[config.mk]
export PLATFORM = sky130hd
export DESIGN_NAME = snake_dir_ctrl
export DESIGN_NICKNAME = d
export VERILOG_FILES = /design/src/rtl/snake_pkg.sv /design/src/rtl/dir_queue.sv /design/src/rtl/snake_dir_ctrl.sv
export SDC_FILE = /design/constraint.sdc
export NUM_CORES = 1
export LEC_CHECK = 0
export ABC_AREA = 1
export BUFFER_PORTS_ARGS = -buffer_cell sky130_fd_sc_hd__buf_4
export CORE_ASPECT_RATIO = 1.5
export CORE_MARGIN = 8
export CORE_UTILIZATION = 45
export CTS_BUF_LIST = sky130_fd_sc_hd__clkbuf_8
export DETAILED_ROUTE_END_ITERATION = 16
export PLACE_DENSITY = 0.74
export SLEW_MARGIN = 5
export SYNTH_ARGS = -nofsm -noshare
export SYNTH_HDL_FRONTEND = slang
export SYNTH_HIERARCHICAL = 1
export SYNTH_SLANG_ARGS = --single-unit
[constraint.sdc]
create_clock -name clk -period 2.3 [get_ports clk]
set_clock_uncertainty 0.05 [all_clocks]
set_input_delay 0.46 -clock clk [delete_from_list [all_inputs] [get_ports clk]]
set_output_delay 0.46 -clock clk [all_outputs]
set_load 0.05 [all_outputs]
[src/rtl/snake_pkg.sv]
// Shared encodings for the snake game control path.
//   dir_e  : movement direction as presented on snake_dir_ctrl.dir
//   mode_e : game mode as presented on snake_dir_ctrl.mode
//   KEY_*  : ASCII codes delivered by the keyboard debouncer
//   is_reversal() : true when two directions point opposite ways
package snake_pkg;

    typedef enum logic [1:0] {
        DirUp    = 2'd0,
        DirRight = 2'd1,
        DirDown  = 2'd2,
        DirLeft  = 2'd3
    } dir_e;

    typedef enum logic [1:0] {
        ModeMenu  = 2'd0,
        ModeRun   = 2'd1,
        ModePause = 2'd2,
        ModeOver  = 2'd3
    } mode_e;

    localparam logic [7:0] KEY_W_LO  = 8'h77;
    localparam logic [7:0] KEY_W_UP  = 8'h57;
    localparam logic [7:0] KEY_A_LO  = 8'h61;
    localparam logic [7:0] KEY_A_UP  = 8'h41;
    localparam logic [7:0] KEY_S_LO  = 8'h73;
    localparam logic [7:0] KEY_S_UP  = 8'h53;
    localparam logic [7:0] KEY_D_LO  = 8'h64;
    localparam logic [7:0] KEY_D_UP  = 8'h44;
    localparam logic [7:0] KEY_ENTER = 8'h0D;
    localparam logic [7:0] KEY_P_LO  = 8'h70;
    localparam logic [7:0] KEY_P_UP  = 8'h50;
    localparam logic [7:0] KEY_ESC   = 8'h1B;

    // Opposite directions differ only in bit 1 of the encoding.
    function automatic logic is_reversal(input logic [1:0] a, input logic [1:0] b);
        return a == (b ^ 2'd2);
    endfunction

endpackage

[src/rtl/dir_queue.sv]
// Small synchronous FIFO of 2-bit directions holding pending turns.
//   clk, rst_n : clock, asynchronous active-low reset
//   push, din  : write din at the tail (ignored when full unless popping too)
//   pop        : drop the head entry (ignored when empty)
//   flush      : empty the queue; overrides push and pop
//   head, tail : oldest and newest entry (undefined content when empty)
//   empty, full: occupancy flags
module dir_queue #(
    parameter int unsigned Depth = 2
) (
    input  logic       clk,
    input  logic       rst_n,
    input  logic       push,
    input  logic       pop,
    input  logic       flush,
    input  logic [1:0] din,
    output logic [1:0] head,
    output logic [1:0] tail,
    output logic       empty,
    output logic       full
);

    localparam int unsigned PtrW = (Depth > 1) ? $clog2(Depth) : 1;
    localparam int unsigned CntW = $clog2(Depth + 1);
    localparam logic [PtrW-1:0] LastPtr = PtrW'(Depth - 1);

    logic [1:0]      mem_q [Depth];
    logic [PtrW-1:0] rd_ptr_q;
    logic [PtrW-1:0] wr_ptr_q;
    logic [PtrW-1:0] tail_ptr;
    logic [CntW-1:0] count_q;
    logic            do_push;
    logic            do_pop;

    function automatic logic [PtrW-1:0] ptr_inc(input logic [PtrW-1:0] ptr);
        return (ptr == LastPtr) ? '0 : ptr + PtrW'(1);
    endfunction

    always_comb begin
        empty    = (count_q == '0);
        full     = (count_q == CntW'(Depth));
        do_pop   = pop && !empty;
        // A full queue still accepts a write when the head leaves the same cycle.
        do_push  = push && (!full || do_pop);
        tail_ptr = (wr_ptr_q == '0) ? LastPtr : wr_ptr_q - PtrW'(1);
        head     = mem_q[rd_ptr_q];
        tail     = mem_q[tail_ptr];
    end

    always_ff @(posedge clk or negedge rst_n) begin
        if (!rst_n) begin
            rd_ptr_q <= '0;
            wr_ptr_q <= '0;
            count_q  <= '0;
        end else if (flush) begin
            rd_ptr_q <= '0;
            wr_ptr_q <= '0;
            count_q  <= '0;
        end else begin
            if (do_push) wr_ptr_q <= ptr_inc(wr_ptr_q);
            if (do_pop)  rd_ptr_q <= ptr_inc(rd_ptr_q);
            if (do_push && !do_pop) begin
                count_q <= count_q + CntW'(1);
            end else if (do_pop && !do_push) begin
                count_q <= count_q - CntW'(1);
            end
        end
    end

    // Storage needs no reset: entries are only read while counted as valid.
    always_ff @(posedge clk) begin
        if (do_push && !flush) mem_q[wr_ptr_q] <= din;
    end

endmodule

[src/rtl/snake_dir_ctrl.sv]
// Keyboard-to-game control for the snake core: key edge detection, key
// decoding, game-mode FSM and a queue of pending turns drained one per tick.
//   clk, rst_n : system clock, asynchronous active-low reset
//   key_data   : ASCII code from the debouncer, 8'h00 = no key
//   game_tick  : one-cycle pulse, snake advances one cell
//   game_over  : one-cycle collision pulse (only honoured in RUN)
//   dir        : current direction (0 UP, 1 RIGHT, 2 DOWN, 3 LEFT)
//   step       : registered tick, only while in RUN
//   restart    : one-cycle pulse on entering RUN from MENU or OVER
//   mode       : 0 MENU, 1 RUN, 2 PAUSE, 3 OVER
module snake_dir_ctrl
    import snake_pkg::*;
#(
    parameter int unsigned QUEUE_DEPTH = 2,
    parameter logic [1:0]  START_DIR   = 2'd1
) (
    input  logic       clk,
    input  logic       rst_n,
    input  logic [7:0] key_data,
    input  logic       game_tick,
    input  logic       game_over,
    output logic [1:0] dir,
    output logic       step,
    output logic       restart,
    output logic [1:0] mode
);

    logic [7:0] key_prev_q;
    logic       key_event;
    logic       is_dir;
    logic [1:0] key_dir;
    logic       is_enter;
    logic       is_pause;
    logic       is_esc;

    mode_e      mode_q;
    logic [1:0] dir_q;
    logic       step_q;
    logic       restart_q;

    logic       run;
    logic       go_over;
    logic       go_menu;
    logic       go_pause;
    logic       go_resume;
    logic       go_restart;

    logic       q_push;
    logic       q_pop;
    logic       q_flush;
    logic [1:0] q_head;
    logic [1:0] q_tail;
    logic       q_empty;
    logic       q_full;
    logic [1:0] ref_dir;

    // Only a zero-to-nonzero change counts, so a held key fires once.
    assign key_event = (key_data != 8'h00) && (key_prev_q == 8'h00);

    always_comb begin
        is_dir   = 1'b0;
        key_dir  = DirUp;
        is_enter = 1'b0;
        is_pause = 1'b0;
        is_esc   = 1'b0;
        case (key_data)
            KEY_W_LO, KEY_W_UP: begin is_dir = 1'b1; key_dir = DirUp;    end
            KEY_D_LO, KEY_D_UP: begin is_dir = 1'b1; key_dir = DirRight; end
            KEY_S_LO, KEY_S_UP: begin is_dir = 1'b1; key_dir = DirDown;  end
            KEY_A_LO, KEY_A_UP: begin is_dir = 1'b1; key_dir = DirLeft;  end
            KEY_ENTER:          is_enter = 1'b1;
            KEY_P_LO, KEY_P_UP: is_pause = 1'b1;
            KEY_ESC:            is_esc   = 1'b1;
            default: ;
        endcase
    end

    always_comb begin
        run        = (mode_q == ModeRun);
        go_over    = run && game_over;
        // game_over outranks any key arriving in the same cycle.
        go_menu    = key_event && is_esc && (mode_q != ModeMenu) && !go_over;
        go_pause   = key_event && is_pause && run && !go_over;
        go_resume  = key_event && is_pause && (mode_q == ModePause);
        go_restart = key_event && is_enter && ((mode_q == ModeMenu) || (mode_q == ModeOver));
    end

    // Turns are checked against the newest queued turn, not the current heading.
    always_comb begin
        ref_dir = q_empty ? dir_q : q_tail;
        q_push  = key_event && is_dir && run &&
                  (key_dir != ref_dir) && !is_reversal(key_dir, ref_dir);
        q_pop   = game_tick && run && !q_empty;
        q_flush = go_restart || go_menu;
    end

    dir_queue #(
        .Depth (QUEUE_DEPTH)
    ) u_dir_queue (
        .clk   (clk),
        .rst_n (rst_n),
        .push  (q_push),
        .pop   (q_pop),
        .flush (q_flush),
        .din   (key_dir),
        .head  (q_head),
        .tail  (q_tail),
        .empty (q_empty),
        .full  (q_full)
    );

    always_ff @(posedge clk or negedge rst_n) begin
        if (!rst_n) begin
            key_prev_q <= 8'h00;
            mode_q     <= ModeMenu;
            dir_q      <= START_DIR;
            step_q     <= 1'b0;
            restart_q  <= 1'b0;
        end else begin
            key_prev_q <= key_data;
            step_q     <= game_tick && run;
            restart_q  <= go_restart;

            if (go_restart) begin
                dir_q <= START_DIR;
            end else if (q_pop) begin
                dir_q <= q_head;
            end

            if (go_over) begin
                mode_q <= ModeOver;
            end else if (go_menu) begin
                mode_q <= ModeMenu;
            end else if (go_restart || go_resume) begin
                mode_q <= ModeRun;
            end else if (go_pause) begin
                mode_q <= ModePause;
            end
        end
    end

    assign dir     = dir_q;
    assign step    = step_q;
    assign restart = restart_q;
    assign mode    = mode_q;

endmodule

# Word-level counts from Yosys, hierarchy flattened
# Memory sizes are Yosys's and may differ from the RTL's.
# Cells that the tools add are included.
# totals
ram_bits	4
elab_cells	105
reg_bits	18
memories	1
# classes
bitwise	1
n_mux	24
n_reduce_logical	48
addsub	5
n_eq_ne	18
# mem_list
name	words	width	read_ports	rd_ports_with_merged_regs	wr	line_no	source
u_dir_queue.mem_q	2	2	2	0	1	dir_queue.sv:27	logic [1:0] mem_q [Depth];
# ops
operator	n
8-bit by 7-bit == test with 1-bit output (second input constant)	10
1-bit logical AND	22
2-bit 2-to-1 mux	10
1-bit 2-to-1 mux	13
8-bit by 4-bit == test with 1-bit output (second input constant)	1
8-bit by 5-bit == test with 1-bit output (second input constant)	1
8-bit zero test	1
2-bit nonzero test	4
8-bit nonzero test	1
2-bit OR reduction	4
8-bit OR reduction	1
1-bit zero test	7
2-bit == test (second input constant)	3
2-bit case mux with 3 select lines	1
2-bit zero test	2
1-bit logical OR	4
4-bit nonzero test	1
3-bit nonzero test	1
1-bit adder (second input constant)	2
2-bit by 1-bit adder with 2-bit output (second input constant)	1
2-bit by 1-bit == test with 1-bit output (second input constant)	1
2-bit == test	1
2-bit != test	1
2-bit by 1-bit subtractor with 2-bit output (second input constant)	1
2 further kinds	2

# Depth between registers and ports, before layout
# An unclocked memory read counts as a cell.
# depth
word_depth	14
mapped_depth	15
depth_no_buf	15

# Cells and area by module
# Netlist, hierarchy kept.
# by_module_without_submodules
mod	cells_per_inst	area_per_inst_um2	seq_area_each_um2	instances
snake_dir_ctrl	95	764.5	351.6	1
dir_queue	53	422.9	220.2	1

# Worst setup path after synthesis
# No wires, ideal clock.
# synth_timing
path_type	reg-to-reg
start	register mode_q[0], in the netlist mode[0]
end	memory u_dir_queue.mem_q[0][0], enable pin
arrival_ps	1797
path_slack_ps	204
n_path_buf	0
period_less_slack_ps	2096
path_stages_with_launch	11
setup_time_ps	249
path_cell_list	dfrtp_1 -> inv_1 -> ha_1 -> nor2_1 -> nand2_1 -> nor2_2 -> nand3_4 -> o21ai_1 -> inv_1 -> nand2_1 -> nor2_1
# synth_between
elab_chain_cells	9
elab_cells_between_ends	23
cone_classes	eq/ne: 2; mux: 2; reduce/logical: 19
# synth_lines
item	line_no	source
from (decl)	snake_dir_ctrl.sv:36	mode_e mode_q;
from (signal assigned)	snake_dir_ctrl.sv:115	mode_q <= ModeMenu;
from (signal assigned)	snake_dir_ctrl.sv:131	mode_q <= ModeOver;
from (signal assigned)	snake_dir_ctrl.sv:133	mode_q <= ModeMenu;
2-bit by 1-bit == test with 1-bit output	snake_dir_ctrl.sv:79	run = (mode_q == ModeRun);
1-bit logical AND	snake_dir_ctrl.sv:80	go_over = run && game_over;
1-bit zero test	snake_dir_ctrl.sv:82	go_menu = key_event && is_esc && (mode_q != ModeMenu) && !go_over;
1-bit logical AND	snake_dir_ctrl.sv:82	
1-bit logical OR *	snake_dir_ctrl.sv:94	q_flush = go_restart || go_menu;
via q_flush	snake_dir_ctrl.sv:50	logic q_flush;
1-bit zero test *	dir_queue.sv:72	if (do_push && !flush) mem_q[wr_ptr_q] <= din;
1-bit logical AND *	dir_queue.sv:72	
1-bit 2-to-1 mux *	dir_queue.sv:72	
1-bit 2-to-1 mux (not written as such) *	dir_queue.sv:72	
to (decl)	dir_queue.sv:27	
# The timed path passes the listed nets; every way through them passes the cells marked *.

# Worst setup path in the final report
# layout_timing
start	register u_dir_queue.count_q[0]
end	memory u_dir_queue.mem_q[1][0], enable pin
# layout_between
elab_chain_cells	10
elab_cells_between_ends	18
cone_classes	eq/ne: 3; mux: 3; bitwise: 1; reduce/logical: 11
# layout_lines
item	line_no	source
from (decl)	dir_queue.sv:31	logic [CntW-1:0] count_q;
from (signal assigned)	dir_queue.sv:63	count_q <= count_q + CntW'(1);
from (signal assigned)	dir_queue.sv:65	count_q <= count_q - CntW'(1);
2-bit zero test *	dir_queue.sv:40	empty = (count_q == '0);
via q_empty	snake_dir_ctrl.sv:53	logic q_empty;
2-bit 2-to-1 mux *	snake_dir_ctrl.sv:90	ref_dir = q_empty ? dir_q : q_tail;
1-bit inverter (no source line)	-	
2-bit == test	snake_pkg.sv:37	return a == (b ^ 2'd2);
1-bit zero test	snake_dir_ctrl.sv:92	(key_dir != ref_dir) && !is_reversal(key_dir, ref_dir);
1-bit logical AND *	snake_dir_ctrl.sv:92	
via q_push	snake_dir_ctrl.sv:48	logic q_push;
1-bit logical AND *	dir_queue.sv:44	do_push = push && (!full || do_pop);
1-bit logical AND *	dir_queue.sv:72	
1-bit 2-to-1 mux *	dir_queue.sv:72	
1-bit 2-to-1 mux (not written as such) *	dir_queue.sv:72	
# Marks and branches as above.

==> metrics <==
run status=complete, but fails checks; failing checks=negative hold slack; Nets=184; Pleak=0.7453 nW; Clock Pin Slew Worst Setup and Hold Paths=90 ps; antenna violations before repair=0; CP Capture Type=register; TritonCTS buffer count=3; largest net degree at the start of global routing=19; die area=0.004536 mm^2; routed len/inst=12.86 um; syn_nets=160; post-route cell area=0.001419 mm^2; Final Max Tran Viols=0; Yosys warning count=6; worst-path maximum fanout=5; first-pass GRT wire length=4.319 mm; vias=986; Rows=22; Core ar.=0.002477 mm^2; Cell Area, Synth=0.001175 mm^2; RSZ-0062 raised after global routing=false; worst skew pair latency=270 ps; Arr. time, crit path=1930 ps; via/cell ratio=5.135; gp weighted congestion=0.8721; Area Overhead vs Synth=20.77%; I/O Buffers=17; Final Hold Slack=-6.657 ps; maxcap violations=0; detailed-route wire length=2.470 mm; Root Buffer=clkbuf_8; dpl cell area=0.001348 mm^2; Die H=78.58 um; Highest Clock Rate=488.5 MHz; Tot Pwr=0.0008436 W; sum of negative setup slack=0 ps; GRT Total Usage=0.1211; Critical Path RT=2190 ps; post-route clock period utilization=0.8900; Power per Cell Area=594.5 mW/mm^2; Worst path max stage delay=430 ps; Relative slew margins=0.7655; Starting DRT DRC Count=33; Final min period=2047 ps; htree depth=1; Worst-Margin Slew=349.0 ps; setup repair bufs after CTS=0; crit start category=register; DRC errors left=0; clock buffer depth=2; post-cts gate resize count=0; Crit-path slowest cell=dfrtp_1; Overflow after GRT=0; Worst VDD drop=0.4095 mV; Mapped Cells=145; I/O pins=18; Final HPWL DP=1.942 mm; worst path cell trace=inv_2, nand2_2, inv_1, o21ai_0, nand2_1, a21oi_1, o21ai_2, nor3_1; vias in the first global route=1,042; Hold Buf Count CTS=0; Hold Fails Final Rpt=10; # diodes=0; share of layout cells above drive strength 1=0.2262; drt pass-1 iters=4; Layout Utilization=0.5727; CTS tree=built; die width=57.72 um; Initial Utilization=0.4742; worst hold path class=input port to async pin; Avg Inst Size Synth=8.103 um^2; final setup fails=0; clock sink total=22; fillcell total=220; critical path class=register to register; antenna-violating nets left=0
## cells in the final DEF (no fill, tap or decap), types with 2 or more instances in the layout
cell type and instances:
nor2_2 2, dfrtp_1 17, a21oi_1 3, o21ai_1 2
buf_4 19, ha_1 3, nor2_1 23, o21ai_0 6
nand3_1 9, nand2_1 33, inv_1 21, nand2_2 4
edfxtp_1 4, nand4_1 5, nand3_2 2, clkbuf_8 3
nor3_1 2
## final timing paths
check                                                    from                           endpoint  slack [ps]  cells after the start
max                        u_dir_queue/count_q[0]$_DFFE_PN0P_  u_dir_queue/mem_q[1][0]$_DFFE_PP_         250                      8
min                                                     rst_n            key_prev_q[4]$_DFF_PN0_          -7                      1
max reg2reg                u_dir_queue/count_q[0]$_DFFE_PN0P_  u_dir_queue/mem_q[1][0]$_DFFE_PP_         250                      8
min reg2reg                                dir[1]$_DFFE_PN0P_                 dir[1]$_DFFE_PN0P_         480                      2
max in group asynchronous                               rst_n                 dir[0]$_DFFE_PN1P_        1930                      1
min in group clk                                  key_data[5]            key_prev_q[5]$_DFF_PN0_         260                      1
## flip-flops by register name (all words and copies together), names as in the netlist
register and count:
key_prev_q 8, dir 2, u_dir_queue/rd_ptr_q 1, u_dir_queue/wr_ptr_q 1
u_dir_queue/mem_q 4, mode 2, restart 1, u_dir_queue/count_q 2
step 1
## worst max-delay path, delay by kind of cell, from the launching register on
kind | cells | cell delay, ps
buffers and inverters | 2 | 120
AOI/OAI and AO/OA | 3 | 640
DFF | 1 | 430
and+or+nand+nor | 3 | 470
## power breakdown
group	switching [W]	leakage, nW	internal [W]
registers	0.00000408	0.247	0.000405
logic	0.0000439	0.463	0.0000256
clock network	0.000132	0.0357	0.000233
total	0.000180	0.745	0.000664
## cell type report
type / count / area (um^2) / share of cell area
Timing Repair Buffer: 19 / 142.6 / 0.1005
Inverter: 24 / 91.34 / 0.06437
Sequential cell: 22 / 571.8 / 0.4030
Clock inverter: 1 / 30.03 / 0.02116
Clock buffer: 3 / 41.29 / 0.02910
Multi-Input combinational cell: 99 / 511.7 / 0.3607
Tap cell: 24 / 30.03 / 0.02116
## metal layers
metal	up-vias	GRT usage	wire (um)
met5	-	0	0
met2	15	0.2140	1291
met3	5	0.02773	86
met1	460	0.1321	1049
met4	0	0.05665	43
li1	506	-	-
## through the flow
stage	cells	setup slack, ps
global route	192	85.71
global placement	188	331.8
detailed placement	188	204.8
floorplan	145	203.7
CTS	192	269.7
finish	192	253.1
(Power assumes the default switching activity.)
